[src/rtl/mips_hilo_pkg.sv]
// Shared types and helpers for the HI/LO unit.
//   hilo_op_t    : 4-bit request opcode
//   hilo_state_t : HI/LO FSM state encoding
//   HILO_LAT_W   : width of the latency counter (latencies 1..15)
//   is_muldiv()  : true for MULT/MULTU/DIV/DIVU
package mips_hilo_pkg;

    localparam int HILO_LAT_W = 4;

    typedef enum logic [3:0] {
        OP_NOP   = 4'd0,
        OP_MULT  = 4'd1,
        OP_MULTU = 4'd2,
        OP_DIV   = 4'd3,
        OP_DIVU  = 4'd4,
        OP_MTHI  = 4'd5,
        OP_MTLO  = 4'd6,
        OP_MFHI  = 4'd7,
        OP_MFLO  = 4'd8
    } hilo_op_t;

    typedef enum logic {
        ST_IDLE = 1'b0,
        ST_BUSY = 1'b1
    } hilo_state_t;

    function automatic logic is_muldiv(input hilo_op_t op);
        return (op == OP_MULT) || (op == OP_MULTU) || (op == OP_DIV) || (op == OP_DIVU);
    endfunction

endpackage

[src/rtl/hilo_unit_if.sv]
// Request/response bundle between the pipeline and the HI/LO unit.
//   master : pipeline side (drives op_valid/op/operands, sees results)
//   slave  : HI/LO unit side
import mips_hilo_pkg::*;

interface hilo_unit_if;
    logic        op_valid;
    hilo_op_t    op;
    logic [31:0] alu_high;
    logic [31:0] alu_low;
    logic [31:0] divisor;
    logic [31:0] wdata;
    logic [31:0] rdata;
    logic        rdata_valid;
    logic        stall;
    logic        busy;
    logic        div_by_zero;

    modport master (
        output op_valid, op, alu_high, alu_low, divisor, wdata,
        input  rdata, rdata_valid, stall, busy, div_by_zero
    );

    modport slave (
        input  op_valid, op, alu_high, alu_low, divisor, wdata,
        output rdata, rdata_valid, stall, busy, div_by_zero
    );
endinterface

[src/rtl/hilo_lat_counter.sv]
// Latency down-counter for pending mult/div results.
//   clk, reset_n : clock, async active-low reset
//   i_load       : load i_load_val (takes priority over decrement)
//   i_load_val   : value loaded, LAT-1
//   i_dec        : decrement request; saturates at zero
//   o_zero       : terminal count reached
import mips_hilo_pkg::*;

module hilo_lat_counter (
    input  logic                  clk,
    input  logic                  reset_n,
    input  logic                  i_load,
    input  logic [HILO_LAT_W-1:0] i_load_val,
    input  logic                  i_dec,
    output logic                  o_zero
);
    logic [HILO_LAT_W-1:0] r_count;

    always_ff @(posedge clk or negedge reset_n) begin
        if (!reset_n) begin
            r_count <= '0;
        end else if (i_load) begin
            r_count <= i_load_val;
        end else if (i_dec && (r_count != '0)) begin
            r_count <= r_count - 1'b1;
        end
    end

    assign o_zero = (r_count == '0);
endmodule

[src/rtl/hilo_unit.sv]
// Architectural HI/LO register pair with modelled mult/div latency.
//   clk, reset_n : clock, async active-low reset
//   bus (slave)  : op request, ALU high/low results, divisor, wdata;
//                  rdata/rdata_valid, stall, busy, div_by_zero
// Parameters: MULT_LAT, DIV_LAT (1..15) cycles from accept to commit.
// Build option: HILO_FORWARD_EN lets MFHI/MFLO read the shadow
// registers in the commit cycle instead of stalling one more cycle.
//
// state   | meaning
// --------+------------------------------------------------------
// ST_IDLE | no result pending; HI/LO are current
// ST_BUSY | shadow holds a pending result; commits when count==0
import mips_hilo_pkg::*;

module hilo_unit #(
    parameter int MULT_LAT = 4,
    parameter int DIV_LAT  = 12
) (
    input  logic      clk,
    input  logic      reset_n,
    hilo_unit_if.slave bus
);
    localparam logic [HILO_LAT_W-1:0] MULT_LD = HILO_LAT_W'(MULT_LAT - 1);
    localparam logic [HILO_LAT_W-1:0] DIV_LD  = HILO_LAT_W'(DIV_LAT - 1);

    hilo_state_t r_state;
    hilo_state_t w_next_state;
    logic [31:0] r_hi, r_lo, r_shadow_hi, r_shadow_lo;

    logic w_busy, w_cnt_zero, w_fwd_ok, w_stall, w_accept;
    logic w_is_md, w_is_div, w_is_mult, w_is_mt, w_is_mf;
    logic w_dbz, w_start, w_commit;
    logic [HILO_LAT_W-1:0] w_load_val;

    assign w_is_md   = is_muldiv(bus.op);
    assign w_is_mult = (bus.op == OP_MULT) || (bus.op == OP_MULTU);
    assign w_is_div  = (bus.op == OP_DIV) || (bus.op == OP_DIVU);
    assign w_is_mt   = (bus.op == OP_MTHI) || (bus.op == OP_MTLO);
    assign w_is_mf   = (bus.op == OP_MFHI) || (bus.op == OP_MFLO);

    assign w_busy   = (r_state == ST_BUSY);
    assign w_commit = w_busy && w_cnt_zero;

`ifdef HILO_FORWARD_EN
    assign w_fwd_ok = w_cnt_zero;
`else
    assign w_fwd_ok = 1'b0;
`endif

    assign w_stall  = bus.op_valid && w_busy &&
                      ((w_is_md || w_is_mt) || (w_is_mf && !w_fwd_ok));
    assign w_accept = bus.op_valid && !w_stall;
    // A zero-divisor divide is consumed here and never reaches BUSY.
    assign w_dbz    = w_accept && w_is_div && (bus.divisor == 32'd0);
    assign w_start  = w_accept && w_is_md && !w_dbz;
    assign w_load_val = w_is_mult ? MULT_LD : DIV_LD;

    hilo_lat_counter u_lat (
        .clk        (clk),
        .reset_n    (reset_n),
        .i_load     (w_start),
        .i_load_val (w_load_val),
        .i_dec      (w_busy),
        .o_zero     (w_cnt_zero)
    );

    always_ff @(posedge clk or negedge reset_n) begin
        if (!reset_n) begin
            r_state <= ST_IDLE;
        end else begin
            r_state <= w_next_state;
        end
    end

    always_comb begin
        w_next_state = r_state;
        case (r_state)
            ST_IDLE: if (w_start)    w_next_state = ST_BUSY;
            ST_BUSY: if (w_cnt_zero) w_next_state = ST_IDLE;
            default: w_next_state = ST_IDLE;
        endcase
    end

    // MTHI/MTLO always stall while busy, so they never collide with a commit.
    always_ff @(posedge clk or negedge reset_n) begin
        if (!reset_n) begin
            r_hi        <= '0;
            r_lo        <= '0;
            r_shadow_hi <= '0;
            r_shadow_lo <= '0;
        end else begin
            if (w_start) begin
                r_shadow_hi <= bus.alu_high;
                r_shadow_lo <= bus.alu_low;
            end
            if (w_commit) begin
                r_hi <= r_shadow_hi;
                r_lo <= r_shadow_lo;
            end else if (w_accept && (bus.op == OP_MTHI)) begin
                r_hi <= bus.wdata;
            end else if (w_accept && (bus.op == OP_MTLO)) begin
                r_lo <= bus.wdata;
            end
        end
    end

    // An accepted read while busy can only be the forwarded commit-cycle case.
    always_comb begin
        bus.rdata = 32'd0;
        if (w_accept && w_is_mf) begin
            if (w_busy) begin
                bus.rdata = (bus.op == OP_MFHI) ? r_shadow_hi : r_shadow_lo;
            end else begin
                bus.rdata = (bus.op == OP_MFHI) ? r_hi : r_lo;
            end
        end
    end

    assign bus.rdata_valid = w_accept && w_is_mf;
    assign bus.stall       = w_stall;
    assign bus.busy        = w_busy;
    assign bus.div_by_zero = w_dbz;
endmodule

[src/flat_wrapper.sv]
// flat-port wrapper written by rule: the top's interface ports become plain ports
module hilo_unit_flat 
#(
    parameter int MULT_LAT = 4,
    parameter int DIV_LAT  = 12
)
  (clk, reset_n, bus_op_valid, bus_op, bus_alu_high, bus_alu_low, bus_divisor, bus_wdata, bus_rdata, bus_rdata_valid, bus_stall, bus_busy, bus_div_by_zero);
  hilo_unit_if bus_i ();
  input  logic clk;
  input  logic reset_n;
  input wire logic [$bits(bus_i.op_valid)-1:0] bus_op_valid;
  input wire logic [$bits(bus_i.op)-1:0] bus_op;
  input wire logic [$bits(bus_i.alu_high)-1:0] bus_alu_high;
  input wire logic [$bits(bus_i.alu_low)-1:0] bus_alu_low;
  input wire logic [$bits(bus_i.divisor)-1:0] bus_divisor;
  input wire logic [$bits(bus_i.wdata)-1:0] bus_wdata;
  output wire logic [$bits(bus_i.rdata)-1:0] bus_rdata;
  output wire logic [$bits(bus_i.rdata_valid)-1:0] bus_rdata_valid;
  output wire logic [$bits(bus_i.stall)-1:0] bus_stall;
  output wire logic [$bits(bus_i.busy)-1:0] bus_busy;
  output wire logic [$bits(bus_i.div_by_zero)-1:0] bus_div_by_zero;
  assign bus_i.op_valid = bus_op_valid;
  assign bus_i.op = bus_op;
  assign bus_i.alu_high = bus_alu_high;
  assign bus_i.alu_low = bus_alu_low;
  assign bus_i.divisor = bus_divisor;
  assign bus_i.wdata = bus_wdata;
  assign bus_rdata = bus_i.rdata;
  assign bus_rdata_valid = bus_i.rdata_valid;
  assign bus_stall = bus_i.stall;
  assign bus_busy = bus_i.busy;
  assign bus_div_by_zero = bus_i.div_by_zero;
  hilo_unit #(.MULT_LAT(MULT_LAT), .DIV_LAT(DIV_LAT)) u_core (.clk(clk), .reset_n(reset_n), .bus(bus_i));
endmodule
[config.mk]
export PLATFORM = sky130hd
export DESIGN_NAME = hilo_unit_flat
export DESIGN_NICKNAME = d
export VERILOG_FILES = /design/src/rtl/mips_hilo_pkg.sv /design/src/rtl/hilo_unit_if.sv /design/src/rtl/hilo_lat_counter.sv /design/src/rtl/hilo_unit.sv /design/src/flat_wrapper.sv
export SDC_FILE = /design/constraint.sdc
export NUM_CORES = 1
export LEC_CHECK = 0
export CAP_MARGIN = 20
export CORE_AREA = 2 2 118 120
export DETAILED_ROUTE_END_ITERATION = 7
export DIE_AREA = 0 0 120 122
export GPL_TIMING_DRIVEN = 1
export PLACE_DENSITY = 0.82
export SLEW_MARGIN = 25
export SYNTH_ARGS = -nofsm -noshare
export SYNTH_HDL_FRONTEND = slang
export SYNTH_SLANG_ARGS = --single-unit
[constraint.sdc]
create_clock -name clk -period 3.5 [get_ports clk]
set_clock_uncertainty 0.15 [all_clocks]
set_input_delay 0.525 -clock clk [delete_from_list [all_inputs] [get_ports clk]]
set_output_delay 0.525 -clock clk [all_outputs]
set_load 0.02 [all_outputs]
-- Yosys cells after proc, flatten, opt, wreduce, memory -nomap -nowiden
Index checks and enable logic that the tools add are counted.
- register bits after elaboration: 133
- bits in latches: 0
- RAM bits: 0
- ROM bits: 0
- input port bits: 135
- output and inout port bits: 36
- logic and storage cells: 61
- memories kept: 0
- add/sub/neg operators: 1
- $mul: 0
- divide/modulo/power cells: 0
- order comparisons: 0
- equal/unequal tests: 9
- shift-type cells: 0
- muxes and demuxes: 15
- bitwise gates (word level): 1
- reduce and logical (&&, ||, !) cells: 29
- operator list (kind ; count):
    32-bit 2-to-1 mux ; 9
    32-bit zero test ; 1
    4-bit by 3-bit equality test with 1-bit output, second input constant ; 4
    1-bit logical AND ; 12
    4-bit 2-to-1 mux ; 3
    4-bit by 2-bit equality test with 1-bit output, second input constant ; 2
    1-bit logical OR ; 8
    2-bit nonzero test ; 3
    4-bit by 1-bit equality test with 1-bit output, second input constant ; 1
    4-bit equality test, second input constant ; 1
    4-bit zero test ; 1
    4-bit nonzero test ; 1
    4-bit by 1-bit subtractor with 4-bit output, second input constant ; 1
    1-bit zero test ; 2
    1-bit 2-to-1 mux ; 2
    2-bit by 1-bit inequality test with 1-bit output, second input constant ; 1
    1-bit one-hot mux with 2 select lines ; 1
    2-bit AND reduction ; 1
    1-bit NOT ; 1

-- Depth between registers and ports, before layout
- depth in word-level cells: 15
- depth in mapped cells: 8
- gate-level depth less buffers: 7

-- Cells and area by module
Synthesis repeated with hierarchy kept, for this count alone.
- cell total of the unflattened synthesis: 931
- area total of the unflattened synthesis: 7578.5 µm²
- by module, submodules not included (module ; times used ; cells each ; area an instance (µm²) ; seq. area each (µm²)):
    hilo_unit ; 1 ; 904 ; 7308.3 ; 3228.1
    hilo_lat_counter ; 1 ; 27 ; 270.3 ; 100.1

-- Least setup slack after synthesis
OpenSTA, ideal clock, no wires.
- kind: input-to-output
- start point: input port bus_op[2]
- end point: output port bus_rdata[10]
- arrival: 2223 ps
- data required time: 2825 ps
- path slack: 602 ps
- stages on the path: 8
- buffers on the path: 3
- cells stage by stage: clkbuf_1 > nor2b_1 > nand3_1 > buf_2 > nand2_1 > nand2_1 > clkbuf_1 > nor2b_1
- word-level cells in the longest chain between the ends: 11
- elaborated cells on any way between the ends: 23
- those cells by class: eq/ne (8); mux (4); reduce/logical (11)
- RTL lines (item ; RTL line ; RTL):
    start: declaration ; flat_wrapper.sv:12 ; input wire logic [$bits(bus_i.op)-1:0] bus_op;
    4-bit by 1-bit equality test with 1-bit output / 4-bit by 2-bit equality test with 1-bit output (equally long branches) ; mips_hilo_pkg.sv:28 ; return (op == OP_MULT) || (op == OP_MULTU) || (op == OP_DIV) || (op == OP_DIVU);
    1-bit logical OR (3 in a row) ; mips_hilo_pkg.sv:28 ;
    1-bit logical OR (2 in a row) ; hilo_unit.sv:51 ; ((w_is_md || w_is_mt) || (w_is_mf && !w_fwd_ok));
    1-bit logical AND ; hilo_unit.sv:50 ; assign w_stall = bus.op_valid && w_busy &&
    1-bit zero test ; hilo_unit.sv:52 ; assign w_accept = bus.op_valid && !w_stall;
    1-bit logical AND ; hilo_unit.sv:52 ;
    1-bit logical AND ; hilo_unit.sv:110 ; if (w_accept && w_is_mf) begin
    32-bit 2-to-1 mux * ; hilo_unit.sv:110 ;
    end: declaration ; flat_wrapper.sv:17 ; output wire logic [$bits(bus_i.rdata)-1:0] bus_rdata;
Every way passes the cells marked *; elsewhere a longest branch is shown, timed or not.

-- Worst setup path in the final report
- start point: input port bus_op[2]
- end point: output port bus_rdata_valid
- word-level cells in the longest chain between the ends: 10
- elaborated cells on any way between the ends: 19
- those cells by class: eq/ne (8); reduce/logical (11)
- RTL lines (item ; RTL line ; RTL):
    4-bit by 1-bit equality test with 1-bit output / 4-bit by 2-bit equality test with 1-bit output (equally long branches) ; mips_hilo_pkg.sv:28 ;
    1-bit logical OR (3 in a row) ; mips_hilo_pkg.sv:28 ;
    1-bit logical OR (2 in a row) ; hilo_unit.sv:51 ;
    1-bit logical AND ; hilo_unit.sv:50 ;
    1-bit zero test ; hilo_unit.sv:52 ;
    1-bit logical AND ; hilo_unit.sv:52 ;
    1-bit logical AND * ; hilo_unit.sv:119 ; assign bus.rdata_valid = w_accept && w_is_mf;
    end: declaration ; flat_wrapper.sv:18 ; output wire logic [$bits(bus_i.rdata_valid)-1:0] bus_rdata_valid;
Marked as above.

==> metrics.csv <==
metric,value,unit
"most common cell after layout, fill and taps aside",clkdlybuf4s50_1,
Peak Freq,302.6,MHz
post-synthesis cell type count,35,
crit path buf inv count,5,
CTS Sinks,133,
"Clk pin slew, worst setup/hold paths",0.06,ns
"Slew Viols, Final",0,
I/O pins,171,
WL final,18060,microns
die area,0.01464,sq mm
Critical Path Slowest Stage Cell,clkdlybuf4s50_1,
num rows,43,
Final nets,887,
post-DP HPWL,11900,microns
dpl ws,-0.05332,ns
"Req. time, crit path",2.82,ns
initial antenna violation count,0,
Syn. warnings,0,
first-pass GRT wire length,28440,microns
Final Non-Filler Cells,944,
WL per Instance,19.13,microns
cell area power density,707.3,mW/mm^2
peak per-stage delay on the critical path,0.60,ns
GRT overflow,0,
Final min period,3.305,ns
vias,5367,
GRT Util Overall,25.25,%
Rel. slew slack,49.03,%
Syn Area/Cell,11.51,sq um
worst slew pin tran,0.7640,ns
syn nets,720,
input/output buffers,170,
setup bufs post-CTS,0,
RePlAce Congestion,0.8155,
Final period util,94.42,%
core area,0.01350,sq mm
"critical path, cell by cell",clkdlybuf4s50_1 -> nor2b_2 -> nand3_2 -> buf_12 -> nand2_1 -> nand2_1 -> buf_4 -> inv_1 -> clkdlybuf4s50_1,
setup ws final,0.1952,ns
Initial Utilization,49.79,%
maximum vdd drop,0.3915,mV
status,completed,
Max Root-Sink Buffers,2,
Skew-Pair Late Insertion Delay,0.42,ns
Leak,4.565,nW
Fin. Hold Viols,0,
clock root cell,clkbuf_16,
Worst setup SP type,primary input,
Arrival @ worst endpoint,2.63,ns
Mapped Area,0.006724,sq mm
RSZ-0062 raised after global routing,no,
CTS Buf Count,17,
max_cap viols,0,
diode count,0,
share of layout cells above drive strength 1,20.42,%
Crit path max-delay family,buffers and inverters,
type of the worst min-delay path,in -> async,
Clock H-tree levels,4,
Post-Syn Instances,584,
synthesis-stage register bit count,133,
Area Overhead vs Synth,40.19,%
Die Y,122,microns
largest net degree at the start of global routing,126,
Die W,120,microns
Post-Place Cells,910,
vias in the first global route,5692,
CP endpoint kind,output pin,
DRC violations left,0,
DRT antenna net count,0,
register area share after synthesis,49.50,%
drt first pass iters,8,
critical path class,in -> out,
setup violators final,0,
vias per cell,5.685,
CP max FO,17,
Starting DRT DRC Count,414,
CTS tree,yes,
most frequent cells in the layout,"clkdlybuf4s50_1, dfrtp_1, nor2_1",
## cells by family after synthesis
kind of cell | count (synthesis) | share of synthesized area [%]
buf+inv | 49 | 3.331
fa+ha+maj | 1 | 0.1861
compound gates | 70 | 6.048
simple gates | 197 | 13.66
flops | 133 | 49.50
xor+xnor | 5 | 0.6514
mux | 129 | 26.63
## layer usage
layer  global-route usage (%)  vias to the layer above  part of all wire [%]
met1                    30.51                     2702                    40
met4                    11.10                        0                   2.4
li1                         -                     2406                     -
met2                    43.82                      224                    51
met3                    5.290                       35                   6.1
met5                        0                        -                     0
## path summary, 6_finish.rpt
kind	startpoint	to	slack, ns	cells after the start
hold reg to reg	u_core.r_shadow_hi[8]	u_core.r_shadow_hi[8]	0.39	1
hold / removal	reset_n	u_core.r_lo[23]	0.31	2
setup reg to reg	u_core.u_lat.r_count[0]	u_core.r_lo[19]	1.01	7
max in group asynchronous	reset_n	u_core.r_hi[3]	2.00	3
setup / recovery	bus_op[2]	bus_rdata_valid	0.20	9
min in group clk	u_core.r_shadow_hi[8]	u_core.r_shadow_hi[8]	0.39	1
## flip-flops by register name, summed over array words and instances, names as in the netlist
| register | flops |
|---|---|
| u_core.r_shadow_hi | 32 |
| u_core.bus.busy | 1 |
| u_core.r_lo | 32 |
| u_core.u_lat.r_count | 4 |
| u_core.r_shadow_lo | 32 |
| u_core.r_hi | 32 |
## per-stage QoR
stage               instance area (sq um)  total power [W]  setup TNS (ns)  hold slack, ns  util [%]
finish                               9427         0.006668               0          0.3091     69.80
global placement                     8668         0.004540               0          0.2076     64.19
CTS                                  9324         0.006697               0          0.3026     69.04
global route                         9427         0.007012               0          0.3055     69.80
floorplan                            6724         0.004028               0         0.07941         -
detailed placement                   8668         0.004710         -0.2830          0.2103     64.19
## power breakdown
group / internal (W) / switching (W) / leakage, nW
combinational: 0.00120 / 0.000765 / 2.74
clock: 0.00128 / 0.000667 / 0.312
sequential: 0.00225 / 0.000509 / 1.51
## cell type report
class | count | area (sq um)
Clock inverter | 14 | 206.4
Clock buffer | 18 | 439.2
Tap cell | 180 | 225.2
Timing Repair Buffer | 192 | 2016
Inverter | 5 | 18.77
Sequential cell | 133 | 3328
Multi-Input combinational cell | 402 | 3193
Fill cell | 920 | 4078
## Yosys cell counts
| library cell | number | area, sq um |
|---|---|---|
| o31ai_1 | 1 | 7.510 |
| nor4_2 | 1 | 12.51 |
| nand4_1 | 1 | 6.260 |
| o31a_1 | 2 | 17.52 |
| nor2_1 | 70 | 262.8 |
| nor4b_4 | 1 | 23.77 |
| inv_1 | 4 | 15.01 |
| buf_2 | 14 | 70.07 |
| ha_1 | 1 | 12.51 |
| mux2_2 | 59 | 664.4 |
| xor2_1 | 2 | 17.52 |
| nand4b_1 | 2 | 17.52 |
| and4b_1 | 1 | 10.01 |
| nor3_1 | 2 | 10.01 |
| buf_6 | 3 | 33.78 |
| or4_1 | 1 | 7.510 |
| nor3b_1 | 1 | 7.510 |
| mux2_4 | 5 | 75.07 |
| mux4_2 | 32 | 720.7 |
| clkinv_1 | 1 | 3.750 |
| mux2i_1 | 33 | 330.3 |
| o21a_1 | 1 | 7.510 |
| nand2_1 | 69 | 259.0 |
| nand3b_1 | 1 | 7.510 |
| clkbuf_1 | 27 | 101.4 |
| nor4_1 | 9 | 56.30 |
| xnor2_1 | 3 | 26.28 |
| nor2b_1 | 33 | 206.5 |
| a21oi_1 | 33 | 165.2 |
| nand2b_1 | 2 | 12.51 |
| nand3_1 | 2 | 10.01 |
| and3b_1 | 1 | 8.760 |
| a31oi_1 | 32 | 200.2 |
| dfrtp_1 | 133 | 3328 |
| a211o_1 | 1 | 8.760 |
## what timing repair did
| item | CTS | global route |
|---|---|---|
| hold buffers | 1 | 0 |
| endpoints found under the hold margin | 8 | 0 |
| setup endpoints to repair | 25 | 30 |
| gates cloned | 0 | 1 |
| gates resized for setup | 6 | 31 |
Power figures use the tool's default switching activity.
